File: config.mk
export PLATFORM = sky130hd
export DESIGN_NAME = pipe_hazard_ctrl
export DESIGN_NICKNAME = d
export VERILOG_FILES = /design/src/rtl/rv64_ctrl_pkg.sv /design/src/rtl/fwd_unit.sv /design/src/rtl/pipe_hazard_ctrl.sv
export SDC_FILE = /design/constraint.sdc
export NUM_CORES = 1
export LEC_CHECK = 0
export CAP_MARGIN = 0
export CORE_AREA = 5 5 102 104
export CTS_CLUSTER_DIAMETER = 30
export DETAILED_ROUTE_END_ITERATION = 12
export DIE_AREA = 0 0 107 109
export PLACE_DENSITY_LB_ADDON = 0.25
export SYNTH_ARGS = -nofsm -noshare
export SYNTH_HDL_FRONTEND = slang
export SYNTH_SLANG_ARGS = --single-unit
File: constraint.sdc
create_clock -name clk -period 4.17 [get_ports clk]
set_input_delay 0.6255 -clock clk [delete_from_list [all_inputs] [get_ports clk]]
set_output_delay 0.6255 -clock clk [all_outputs]
set_load 0.1 [all_outputs]
File: src/rtl/rv64_ctrl_pkg.sv
// rv64_ctrl_pkg: shared types, opcodes and helpers for the RV64I pipeline control blocks
package rv64_ctrl_pkg;
  typedef enum logic [1:0] {FWD_RF = 2'b00, FWD_WB = 2'b01, FWD_MEM = 2'b10} fwd_sel_e;
  typedef enum logic {MS_IDLE, MS_WAIT} mem_state_e;
  localparam logic [6:0] LOAD   = 7'd3;
  localparam logic [6:0] STORE  = 7'd35;
  localparam logic [6:0] BRANCH = 7'd99;
  localparam logic [6:0] JAL    = 7'd111;
  localparam logic [6:0] JALR   = 7'd103;
  // A later stage can supply src only if it writes a non-x0 register equal to src.
  function automatic logic fwd_hit(input logic wr, input logic [4:0] rd, input logic [4:0] src);
    return wr && rd != 5'd0 && rd == src;
  endfunction
endpackage

File: src/rtl/fwd_unit.sv
// fwd_unit: forwarding select for one EX operand
//   src_i                 register read by the operand in EX
//   mem_rd_i/mem_reg_wr_i destination and write flag of the MEM stage
//   wb_rd_i/wb_reg_wr_i   destination and write flag of the WB stage
//   fwd_o                 FWD_MEM, FWD_WB or FWD_RF (MEM is newer and wins)
module fwd_unit
  import rv64_ctrl_pkg::*;
(
  input  logic [4:0] src_i,
  input  logic [4:0] mem_rd_i,
  input  logic       mem_reg_wr_i,
  input  logic [4:0] wb_rd_i,
  input  logic       wb_reg_wr_i,
  output logic [1:0] fwd_o
);
  assign fwd_o = fwd_hit(mem_reg_wr_i, mem_rd_i, src_i) ? FWD_MEM :
                 fwd_hit(wb_reg_wr_i, wb_rd_i, src_i)   ? FWD_WB  : FWD_RF;
endmodule

File: src/rtl/pipe_hazard_ctrl.sv
// pipe_hazard_ctrl: stage enables, flushes, forwarding and dmem handshake for the 5-stage core
//   clk, rst (async, active high)
//   id_*    source registers of the instruction in ID
//   ex_*    destination/load/redirect info of the instruction in EX
//   mem_*   destination and access info of MEM; wb_* destination of WB
//   dmem_ready_i / dmem_req_o   data memory handshake
//   pc_en_o, *_en_o, *_flush_o, mem_wb_bubble_o   pipeline register control
//   fwd_a_o/fwd_b_o   operand forwarding selects for EX
//   stall_cycles_o, flush_count_o   saturating perf counters; mem_err_o sticky timeout
module pipe_hazard_ctrl
  import rv64_ctrl_pkg::*;
#(
  parameter int CNT_W       = 32,
  parameter int MEM_TIMEOUT = 255
) (
  input  logic             clk,
  input  logic             rst,
  input  logic [4:0]       id_rs1_i,
  input  logic [4:0]       id_rs2_i,
  input  logic             id_use_rs1_i,
  input  logic             id_use_rs2_i,
  input  logic [4:0]       ex_rd_i,
  input  logic             ex_reg_wr_i,
  input  logic             ex_dmem_rd_i,
  input  logic             ex_pc_src_i,
  input  logic             ex_jump_i,
  input  logic [4:0]       mem_rd_i,
  input  logic [4:0]       wb_rd_i,
  input  logic             mem_reg_wr_i,
  input  logic             wb_reg_wr_i,
  input  logic             mem_valid_i,
  input  logic             mem_dmem_rd_i,
  input  logic             mem_dmem_wr_i,
  input  logic             dmem_ready_i,
  output logic             dmem_req_o,
  output logic             pc_en_o,
  output logic             if_id_en_o,
  output logic             if_id_flush_o,
  output logic             id_ex_en_o,
  output logic             id_ex_flush_o,
  output logic             ex_mem_en_o,
  output logic             mem_wb_bubble_o,
  output logic [1:0]       fwd_a_o,
  output logic [1:0]       fwd_b_o,
  output logic [CNT_W-1:0] stall_cycles_o,
  output logic [CNT_W-1:0] flush_count_o,
  output logic             mem_err_o
);
  localparam int WC_W = $clog2(MEM_TIMEOUT + 1);
  mem_state_e       state_q, state_d;
  logic [WC_W-1:0]  wait_cnt_q, wait_cnt_d;
  logic [CNT_W-1:0] stall_q, stall_d, flush_q, flush_d;
  logic             err_q, err_d;
  logic [4:0]       ex_rs1_q, ex_rs1_d, ex_rs2_q, ex_rs2_d;
  logic             mem_acc, in_wait, timeout, mem_stall, redirect, load_use;
  logic             pc_en, id_ex_en, if_id_flush, id_ex_flush;
  logic [1:0]       fwd_a, fwd_b;
  always_comb begin
    mem_acc     = mem_valid_i & (mem_dmem_rd_i | mem_dmem_wr_i);
    in_wait     = state_q == MS_WAIT;
    // Timeout releases the stall in the same cycle; the access is dropped.
    timeout     = in_wait & ~dmem_ready_i & (wait_cnt_q == WC_W'(MEM_TIMEOUT - 1));
    mem_stall   = in_wait ? ~dmem_ready_i & ~timeout : mem_acc & ~dmem_ready_i;
    redirect    = ex_pc_src_i | ex_jump_i;
    load_use    = ex_dmem_rd_i & ex_reg_wr_i & (ex_rd_i != 5'd0) &
                  ((id_use_rs1_i & (id_rs1_i == ex_rd_i)) | (id_use_rs2_i & (id_rs2_i == ex_rd_i)));
    // Redirect squashes the ID instruction, so it overrides a load-use stall.
    pc_en       = ~mem_stall & (redirect | ~load_use);
    id_ex_en    = ~mem_stall;
    if_id_flush = ~mem_stall & redirect;
    id_ex_flush = ~mem_stall & (redirect | load_use);
    state_d     = (in_wait ? ~(dmem_ready_i | timeout) : mem_stall) ? MS_WAIT : MS_IDLE;
    wait_cnt_d  = (in_wait & mem_stall) ? wait_cnt_q + 1'b1 : '0;
    err_d       = err_q | timeout;
    stall_d     = (~pc_en & ~&stall_q) ? stall_q + 1'b1 : stall_q;
    flush_d     = (redirect & ~mem_stall & ~&flush_q) ? flush_q + 1'b1 : flush_q;
    ex_rs1_d    = id_ex_flush ? 5'd0 : id_ex_en ? id_rs1_i : ex_rs1_q;
    ex_rs2_d    = id_ex_flush ? 5'd0 : id_ex_en ? id_rs2_i : ex_rs2_q;
  end
  always_ff @(posedge clk or posedge rst) begin
    if (rst) begin
      state_q    <= MS_IDLE;
      wait_cnt_q <= '0;
      stall_q    <= '0;
      flush_q    <= '0;
      err_q      <= 1'b0;
      ex_rs1_q   <= '0;
      ex_rs2_q   <= '0;
    end else begin
      state_q    <= state_d;
      wait_cnt_q <= wait_cnt_d;
      stall_q    <= stall_d;
      flush_q    <= flush_d;
      err_q      <= err_d;
      ex_rs1_q   <= ex_rs1_d;
      ex_rs2_q   <= ex_rs2_d;
    end
  end
  fwd_unit u_fwd_a (
    .src_i        (ex_rs1_q),
    .mem_rd_i     (mem_rd_i),
    .mem_reg_wr_i (mem_reg_wr_i),
    .wb_rd_i      (wb_rd_i),
    .wb_reg_wr_i  (wb_reg_wr_i),
    .fwd_o        (fwd_a)
  );
  fwd_unit u_fwd_b (
    .src_i        (ex_rs2_q),
    .mem_rd_i     (mem_rd_i),
    .mem_reg_wr_i (mem_reg_wr_i),
    .wb_rd_i      (wb_rd_i),
    .wb_reg_wr_i  (wb_reg_wr_i),
    .fwd_o        (fwd_b)
  );
  // Reset forces a safe control vector immediately, independent of the clock.
  always_comb begin
    dmem_req_o      = ~rst & (in_wait | mem_acc);
    pc_en_o         = ~rst & pc_en;
    if_id_en_o      = ~rst & pc_en;
    id_ex_en_o      = ~rst & id_ex_en;
    ex_mem_en_o     = ~rst & id_ex_en;
    if_id_flush_o   = rst | if_id_flush;
    id_ex_flush_o   = rst | id_ex_flush;
    mem_wb_bubble_o = rst | mem_stall;
    fwd_a_o         = rst ? FWD_RF : fwd_a;
    fwd_b_o         = rst ? FWD_RF : fwd_b;
  end
  assign stall_cycles_o = stall_q;
  assign flush_count_o  = flush_q;
  assign mem_err_o      = err_q;
endmodule

# [Word-level counts from Yosys, hierarchy flattened]
# Index checks and enable logic that the tools add are counted.
[totals] regBits=84 latchBits=0 ram_bits=0 romBits=0 elab_cells=82 memories=0
[classes] add_sub_neg=3 mul=0 div=0 magnitude_cmp=0 eq_ne=8 shift=0 n_mux=14 n_bitwise=37 reduce_logical=13
[op_table] cell="adder 32 x 1 -> 32 bit, second input constant" count=2
[op_table] cell="AND reduction 32 bit" count=2
[op_table] cell="== test 5 bit" count=6
[op_table] cell="two-way mux 5 bit" count=4
[op_table] cell="AND 1 bit" count=19
[op_table] cell="nonzero test 5 bit" count=3
[op_table] cell="bitwise OR 1 bit" count=11
[op_table] cell="adder 8 x 1 -> 8 bit, second input constant" count=1
[op_table] cell="== test 8 bit, second input constant" count=1
[op_table] cell="two-way mux 2 bit" count=4
[op_table] cell="two-way mux 8 bit" count=1
[op_table] cell="inverter 1 bit" count=7
[op_table] cell="logical AND 1 bit" count=6
[op_table] cell="two-way mux 1 bit" count=5
[op_table] cell="logical NOT 1 bit" count=2
[op_table] cell="inequality test 2 x 1 -> 1 bit, second input constant" count=1

# [Depth between registers and ports, before layout]
# Gate-level depths: netlist of the first run.
[logic_depth] depth_word=10 ltp_mapped=10 depth_no_buf=8

# [Cells and area by module]
# A second synthesis of the first run with hierarchy kept.
[hier_totals] hier_cells=430 hier_area_um2=4593.2
[modules_own_cells] module="pipe_hazard_ctrl" instances=1 cells_per_inst=390 area_per_inst_um2=4290.4 seq_area_each_um2=2102.0
[modules_own_cells] module="fwd_unit" instances=2 cells_per_inst=20 area_per_inst_um2=151.4 seq_area_each_um2=0.0

# [Worst setup path before layout of the first run]
# Ideal clock, no wire load.
[synth_timing] path_type="input port to output port" from="input rst" to="output fwd_a_o[0]" t_arrival_ns=6.041 slack_ns=-2.497 cell_stages=4 n_path_buf=0 cell_sequence="inv_1 > o211ai_1 > or4_1 > nor4_1"
[synth_via] elab_chain_len=1
[synth_rtl] element="start, declared" line_no="pipe_hazard_ctrl.sv:17" rtl="input logic rst,"
[synth_rtl] element="two-way mux 2 bit" line_no="pipe_hazard_ctrl.sv:125" rtl="fwd_a_o = rst ? FWD_RF : fwd_a;"
[synth_rtl] element="end, declared" line_no="pipe_hazard_ctrl.sv:43" rtl="output logic [1:0] fwd_a_o,"
# No other way between the ends.

# [Final worst setup path of the first run]
[layout_timing] from="input mem_rd_i[0]" to="output fwd_b_o[0]"
[layout_via] elab_chain_len=5 elab_cells_between_ends=6
[layout_rtl] element="start, declared" line_no="pipe_hazard_ctrl.sv:27" rtl="input logic [4:0] mem_rd_i,"
[layout_rtl] element="nonzero test 5 bit" line_no="rv64_ctrl_pkg.sv:12" rtl="return wr && rd != 5'd0 && rd == src;"
[layout_rtl] element="logical AND 1 bit" line_no="rv64_ctrl_pkg.sv:12"
[layout_rtl] element="logical AND 1 bit *" line_no="rv64_ctrl_pkg.sv:12"
[layout_rtl] element="two-way mux 2 bit *" line_no="fwd_unit.sv:16" rtl="assign fwd_o = fwd_hit(mem_reg_wr_i, mem_rd_i, src_i) ? FWD_MEM :"
[layout_rtl] element="two-way mux 2 bit *" line_no="pipe_hazard_ctrl.sv:126" rtl="fwd_b_o = rst ? FWD_RF : fwd_b;"
[layout_rtl] element="end, declared" line_no="pipe_hazard_ctrl.sv:44" rtl="output logic [1:0] fwd_b_o,"
# Mark *: on every way between the ends. The rest lies on a longest branch, timed or not.

==> reports/results.txt, run 1 <==
Distinct cell type count of the synthesized netlist: 46
Syn Nets: 464
Worst hold slack: 0.4733 ns
Fraction of layout cells with a size suffix above 1: 0.1064
WL met3: 522 um
DRT Pass-1 Iters: 4
Critical Path Fanout Max: 4
Initial antenna violation count: 0
Nets@finish: 583
Cell Area, Placed: 0.005773 mm2
DR vias/cell: 5.413
Dpl hpwl: 7910 um
DR vias: 3567
Syn Std Cell Area: 0.004442 mm2
Unrepaired setup endpoints after global routing: no
Final Instance Area: 0.005974 mm2
Met2 WL: 5208 um
DIE WIDTH: 107 um
Mapped Cells: 421
Total Wirelength: 10500 um
Post-synth EDFFs: 0
Longest Clk Path Bufs: 2
Hold path start: mem_err_o
Clock latency on the worst-skew pair: 0.35 ns
Finished Layout Cells: 659
Status: finished clean
Maximum number of pins on one net before global-route repair: 49
R2r setup slk: 1.40 ns
Antenna Nets Post-Route: 0
RR Startpoint: wait_cnt_q[0]
Post-route setup TNS: 0 ns
Filler instances: 760
Syn avg cell area: 10.55 um2
First-pass GRT wire length: 17530 um
Biggest area consumer among synthesized cells: dfrtp_1
Total power: 2.637 mW
Crit path kind: in -> out
Wl on met1: 4659 um
Gpl congestion: 0.8382
Post-route clock period utilization: 0.8088
Synth-to-Final Area Change: 34.51%
Max cap viols: 0
Worst hold path type: reg -> reg
Die ar.: 0.01166 mm2
Synth top cells by count: dfrtp_1, xor2_1, xnor2_1
Vias in the first global route: 3552
PortBufs: 115
Fin crit period: 3.373 ns
GR Util All Layers: 0.1879
CTS Buf Count: 9
Final Hold Viols: 0
Max Transition Viols Final: 0
Placed cells: 643
Ys flop type: dfrtp_1
Top-area cell type share of the netlist area: 0.4732
CTS tree: done
CP Buf/Inv Count: 2
Congestion Overflow GR: 0
DRC: 0
Initial DRC Count: 127
Lkg Pwr: 2.585 nW
Slew margin rel.: 0.3257
Initial core utilization: 0.4696
Site row count: 36
Die Height: 109 um
Synth area leaders: dfrtp_1, xor2_1, xnor2_1
N_diodes: 0
Synth warn: 0
Hold_buf cts: 0
Setup bufs post-CTS: 0
FF-to-FF path depth: 9
Worst setup startpoint: mem_rd_i[0]
WL/cell: 15.93 um
Skew final: 0.01435 ns
Critical Path Stages: 6
Setup-failing EPs final: 0
Fmax achieved: 296.5 MHz
Top Layer Used: met4
Ys async rst share: 1.000
Max IR drop VDD: 0.4689 mV
Startpoint Class: input pin
Register area share after synthesis: 0.4732
CTS clock-pin slew for the worst setup and hold paths: 0.08 ns
Worst path cell trace: clkdlybuf4s50_1, or4_1, o21ai_0, nor3_1, nor4_4, buf_12
Io pins: 116
Cell with the most instances after synthesis: dfrtp_1
Clock Sinks: 84
Delay-heaviest family, CP: simple AND/OR/NAND/NOR gates
R2r endpoint: stall_cycles_o[13]
CORE AREA: 0.009459 mm2
Crit. End Element: output pin
Pwr dens: 441.4 mW/mm2
H-tree Lvls: 3
CP max stage cell: or4_1
Last element of the critical path: fwd_b_o[0]
Data required time at the worst endpoint: 3.54 ns
Delay of the slowest cell on the worst path: 0.56 ns
Post-synthesis register bit count: 84
Post-CTS Resized: 0
WP data arrival: 2.75 ns
Slew @ Worst Pin: 1.008 ns
Clk root buf: clkbuf_8
registers in the layout, indices dropped and copies added, names as in the netlist:
| name | flops |
|---|---|
| flush_count_o | 32 |
| ex_rs1_q | 5 |
| mem_err_o | 1 |
| in_wait | 1 |
| stall_cycles_o | 32 |
| ex_rs2_q | 5 |
| wait_cnt_q | 8 |
worst min path at each step:
stage,end,depth (start not counted)
after global routing,mem_err_o,1
after global placement,mem_err_o,1
after detailed placement,mem_err_o,1
final,mem_err_o,1
after CTS,mem_err_o,1
after floorplan,wait_cnt_q[0],1
stage by stage:
step                setup WS (ns)    util
floorplan                 -0.2323       -
global placement           0.8856  0.6103
detailed placement         0.8004  0.6103
CTS                        0.7946  0.6316
global route               0.7134  0.6316
finish                     0.7975  0.6316
cells in the final DEF, fill, tap and decap left out, types with 14 or more instances in the layout:
master	count
nor2_1	30
nor3_1	17
nand3_1	28
xor2_1	56
clkdlybuf4s50_1	103
nand4_1	16
nor4_1	14
xnor2_1	42
nand2_1	35
dfrtp_1	84
where the power goes:
| part | internal (mW) | switching, mW |
|---|---|---|
| Sequential | 0.895 | 0.108 |
| Clock | 0.283 | 0.305 |
| Combinational | 0.273 | 0.772 |
| Total | 1.45 | 1.19 |
metal layers:
layer | vias up | GRT usage
met5 | - | 0
met4 | 0 | 0.05479
met3 | 11 | 0.04322
met2 | 80 | 0.3170
met1 | 1741 | 0.2430
li1 | 1735 | -
layout make-up:
| cell class | count | area (um2) | share of cell area |
|---|---|---|---|
| Multi-Input combinational cell | 315 | 2278 | 0.3814 |
| Sequential cell | 84 | 2102 | 0.3518 |
| Timing Repair Buffer | 120 | 1209 | 0.2023 |
| Tap cell | 114 | 142.6 | 0.02387 |
| Clock buffer | 10 | 127.6 | 0.02136 |
| Clock inverter | 6 | 73.82 | 0.01236 |
| Inverter | 10 | 41.29 | 0.006911 |
kinds of logic after synthesis:
logic type | share of synthesized area
mux | 0.005070
fa+ha+maj | 0.01127
xor+xnor | 0.1932
buf+inv | 0.02282
simple gates | 0.2403
compound gates | 0.05408
flops | 0.4732
Note: power is estimated with default switching activity, not from simulation.
==> inputs of run 2 (changes only) <==
clock period = 3.15 ns   (was 4.17 ns; I/O delays follow)
==> reports/results.txt, run 2 (synthesis results as in run 1) <==
Hold path start: mem_err_o
Initial antenna violation count: 0
DR vias: 3546
FF-to-FF path depth: 10
Initial core utilization: 0.4696
Slew margin rel.: 0.3262
Maximum number of pins on one net before global-route repair: 82
Max cap viols: 0
Fraction of layout cells with a size suffix above 1: 0.2344
Startpoint Class: input pin
Clk root buf: clkbuf_8
CP Buf/Inv Count: 2
Setup bufs post-CTS: 0
H-tree Lvls: 3
Status: finished clean
RR Startpoint: wait_cnt_q[0]
Clock latency on the worst-skew pair: 0.35 ns
Post-CTS Resized: 0
N_diodes: 0
First-pass GRT wire length: 18000 um
Clock share of power: 0.233
DIE WIDTH: 107 um
Post-route clock period utilization: 0.9402
Max IR drop VDD: 1.120 mV
Placed cells: 644
Total Wirelength: 10630 um
Hold path depth: 1
Total power: 3.523 mW
Site row count: 36
Max Transition Viols Final: 0
Fin crit period: 2.962 ns
DR vias/cell: 5.373
Skew final: 0.01314 ns
Gate power share: 0.390
CTS Buf Count: 9
DRC: 0
Io pins: 116
Internal power: 1.920 mW
Fmax achieved: 337.6 MHz
Worst hold path type: reg -> reg
Part of the power in registers: 0.377
Crit. End Element: output pin
Critical Path Fanout Max: 4
Die Height: 109 um
Gpl congestion: 0.8576
R2r endpoint: stall_cycles_o[1]
Critical Path Stages: 6
Vias in the first global route: 3700
Final Hold Viols: 0
Synth-to-Final Area Change: 34.48%
Final core utilization: 0.6315
Hold_buf cts: 0
Dpl hpwl: 8029 um
Post-Place Worst Slack: 0.05075 ns
Final Worst Setup Slack: 0.1882 ns
CTS tree: done
Most frequent cells in the layout: dfrtp_1, buf_4, xor2_1
Slew @ Worst Pin: 1.011 ns
NetSw: 1.604 mW
DRT Pass-1 Iters: 4
Clock Sinks: 84
Crit path kind: in -> out
Pwr dens: 589.9 mW/mm2
Hold worst-path end: mem_err_o
Initial DRC Count: 180
Sw Ratio: 0.4552
Unrepaired setup endpoints after global routing: no
WL/cell: 16.11 um
R2r setup slk: 0.51 ns
Data required time at the worst endpoint: 2.68 ns
WP data arrival: 2.49 ns
CP max stage cell: or4_1
Nets@finish: 584
Die ar.: 0.01166 mm2
Worst path cell trace: clkdlybuf4s50_1, or4_1, o21ai_1, nor3_1, nor4_4, buf_12
Lkg Pwr: 2.746 nW
CTS clock-pin slew for the worst setup and hold paths: 0.08 ns
CORE AREA: 0.009459 mm2
Delay of the slowest cell on the worst path: 0.55 ns
GR Util All Layers: 0.1906
PortBufs: 115
Longest Clk Path Bufs: 2
Antenna Nets Post-Route: 0
Setup-failing EPs final: 0
Finished Layout Cells: 660
Congestion Overflow GR: 0
Delay-heaviest family, CP: simple AND/OR/NAND/NOR gates
Commonest non-fill, non-tap cell in the layout: dfrtp_1
## run 2: cell count changes in the layout (fill, tap and decap cells not counted), moves of 2 or more
cell,before,now
buf_12,4,12
clkdlybuf4s50_1,103,38
inv_6,0,2
clkinv_4,2,0
buf_4,13,71
## run 2: power by group through the flow
stage	registers, mW	logic [mW]	clock network (mW)
after floorplan	2.03	0.342	0
after global placement	1.35	1.37	0
after detailed placement	1.35	1.38	0
after CTS	1.33	1.38	0.851
after global routing	1.36	1.43	0.902
final	1.33	1.37	0.821
## run 2: final cells by class
cell class / count / area, um2
Inverter: 10 / 45.04
Clock buffer: 9 / 123.9
Fill cell: 769 / 3486
Tap cell: 114 / 142.6
Timing Repair Buffer: 121 / 1154
Multi-Input combinational cell: 315 / 2312
Sequential cell: 84 / 2102
Clock inverter: 7 / 93.84
## run 2: worst register-to-register path: stages (launching register included)
cell	delay [ns]
dfrtp_1	0.43
inv_1	0.06
ha_1	0.18
and3_1	0.15
and3_4	0.19
nor3_4	0.43
buf_4	0.28
a31oi_2	0.07
buf_12	0.22
nor2_1	0.18
mux2_2	0.35
## run 2: worst max path at each step
stage                              from         end
after floorplan             mem_rd_i[3]  fwd_a_o[1]
after global placement      mem_rd_i[0]  fwd_b_o[0]
after detailed placement    mem_rd_i[0]  fwd_b_o[0]
after CTS                   mem_rd_i[0]  fwd_a_o[0]
after global routing      wait_cnt_q[0]  id_ex_en_o
final                       mem_rd_i[0]  fwd_b_o[0]
## run 2: metal layers
layer  GRT usage  share of wire
met1      0.2490           0.44
met2      0.3219           0.51
met3     0.03256          0.038
met4     0.06667          0.011
met5           0              0
## run 2: per-stage QoR
step / setup TNS [ns] / instance area, um2 / hold slack [ns]
after global routing: 0 / 5973 / 0.5156
after detailed placement: 0 / 5756 / 0.4652
after floorplan: -3.010 / 4523 / 0.4915
after global placement: 0 / 5756 / 0.4546
final: 0 / 5973 / 0.4829
after CTS: 0 / 5973 / 0.4849
==> RTL edit, RTL diff (config.mk and constraints of run 1) <==
The parameter `MEM_TIMEOUT` goes from 255 to 510.
--- a/src/rtl/pipe_hazard_ctrl.sv
+++ b/src/rtl/pipe_hazard_ctrl.sv
@@ -11,7 +11,7 @@
   import rv64_ctrl_pkg::*;
 #(
   parameter int CNT_W       = 32,
-  parameter int MEM_TIMEOUT = 255
+  parameter int MEM_TIMEOUT = 510
 ) (
   input  logic             clk,
   input  logic             rst,
Check against the original RTL: no difference found for any inputs over 10 cycles, from zero or initial values and one cycle with rst high; that may be too few to reach the edited logic, so the function may still have changed.
==> RTL edit against run 1 <==
Synthesized area decreased by 1.3%; die area unchanged; sequential cell count increased by 1; power decreased by 3.6%; non-clock buffer count increased by 2; design area decreased by 1.7%; wire length increased by 0.99%; synthesized cell count decreased by 1.4%; worst setup slack got worse by 0.050 ns.
==> RTL edit: results (changes against run 1) <==
* Via density per instance at 5.37 (-0.76%)
* Clk network pwr share at 18.8% (-3.5 points)
* Data buffer area share at 20.6% (+0.40 points)
* Met1 Track Usage GR at 25.7% (+1.4 points)
* Largest net degree at the start of global routing at 46 (-6.1%)
* FF+latch area at 0.00213 mm² (+1.2%)
* Clock Skew at 0.00863 ns (-0.00572 ns)
* Global Route Usage Sum at 19.2% (+0.38 points)
* Post-Syn Nets at 458 (-1.3%)
* Total power at 2540 µW (-3.6%)
* Sequential fraction of the synthesis area at 48.5% (+1.2 points)
* Top cells by area, synth: dfrtp_1 (49%), xnor2_1 (11%), xor2_1 (8.6%)
* Synth Area in Adders at 1.14% (+0.014 points)
* Share of layout cells above drive strength 1 at 9.81% (-0.83 points)
* Comb_multi_in at 314 (-0.32%)
* Synthesized area per cell at 10.6 µm² (+0.16%)
* Post-synthesis xor/xnor area fraction at 19.6% (+0.25 points)
* Vias post-DR at 3513 (-1.5%)
* Pleak at 0.00247 µW (-4.5%)
* RePlAce Congestion at 0.879 (+4.8%)
* Multiplexer area fraction after synthesis at 0.514% (+0.0065 points)
* HPWL Detailed at 7870 µm (-0.50%)
* Outcome: finished clean
* Vias in the first global route at 3582 (+0.84%)
* Seq_cells at 85 (+1.2%)
* Peak VDD IR at 0.735 mV (+57%)
* Internal power at 1390 µW (-4.3%)
* Area of the multi-input gates at 0.00222 mm² (-2.5%)
* Met2 usage at 30.1% (-1.6 points)
* Initial drt markers at 137 (+7.9%)
* First-pass GRT wire length at 18000 µm (+2.4%)
* Distinct cells, synth at 42 (-8.7%)
* DR WL/cell at 16.2 µm (+1.8%)
* Fraction of area in multi-input gates at 37.8% (-0.29 points)
RTL edit: cell count changes after synthesis, sizes merged, moves of 3 or more:
cell | before | now
buf | 9 | 6
nand2 | 35 | 30
and4 | 10 | 6
nand4 | 18 | 21
xor2 | 56 | 43
nor3 | 18 | 24
inv | 10 | 5
nor4 | 19 | 16
xnor2 | 42 | 55
RTL edit: layer usage:
metal | routed length (µm) | part of all wire (%) | vias up
li1 | - | - | 1714
met1 | 4970 | 47 | 1694
met2 | 4920 | 46 | 91
met3 | 509 | 4.8 | 14
met4 | 197 | 1.9 | 0
met5 | 0 | 0 | -
RTL edit: final timing paths:
path,start,end,slack [ns],cells past startpoint
worst max-delay path,mem_rd_i[3],fwd_a_o[0],0.75,6
min in group asynchronous,rst,wait_cnt_q[7],1.01,3
worst min-delay path,mem_err_o,mem_err_o,0.48,1
worst min register to register,mem_err_o,mem_err_o,0.48,1
max in group asynchronous,rst,stall_cycles_o[21],2.19,4
worst max register to register,flush_count_o[0],flush_count_o[18],1.65,7
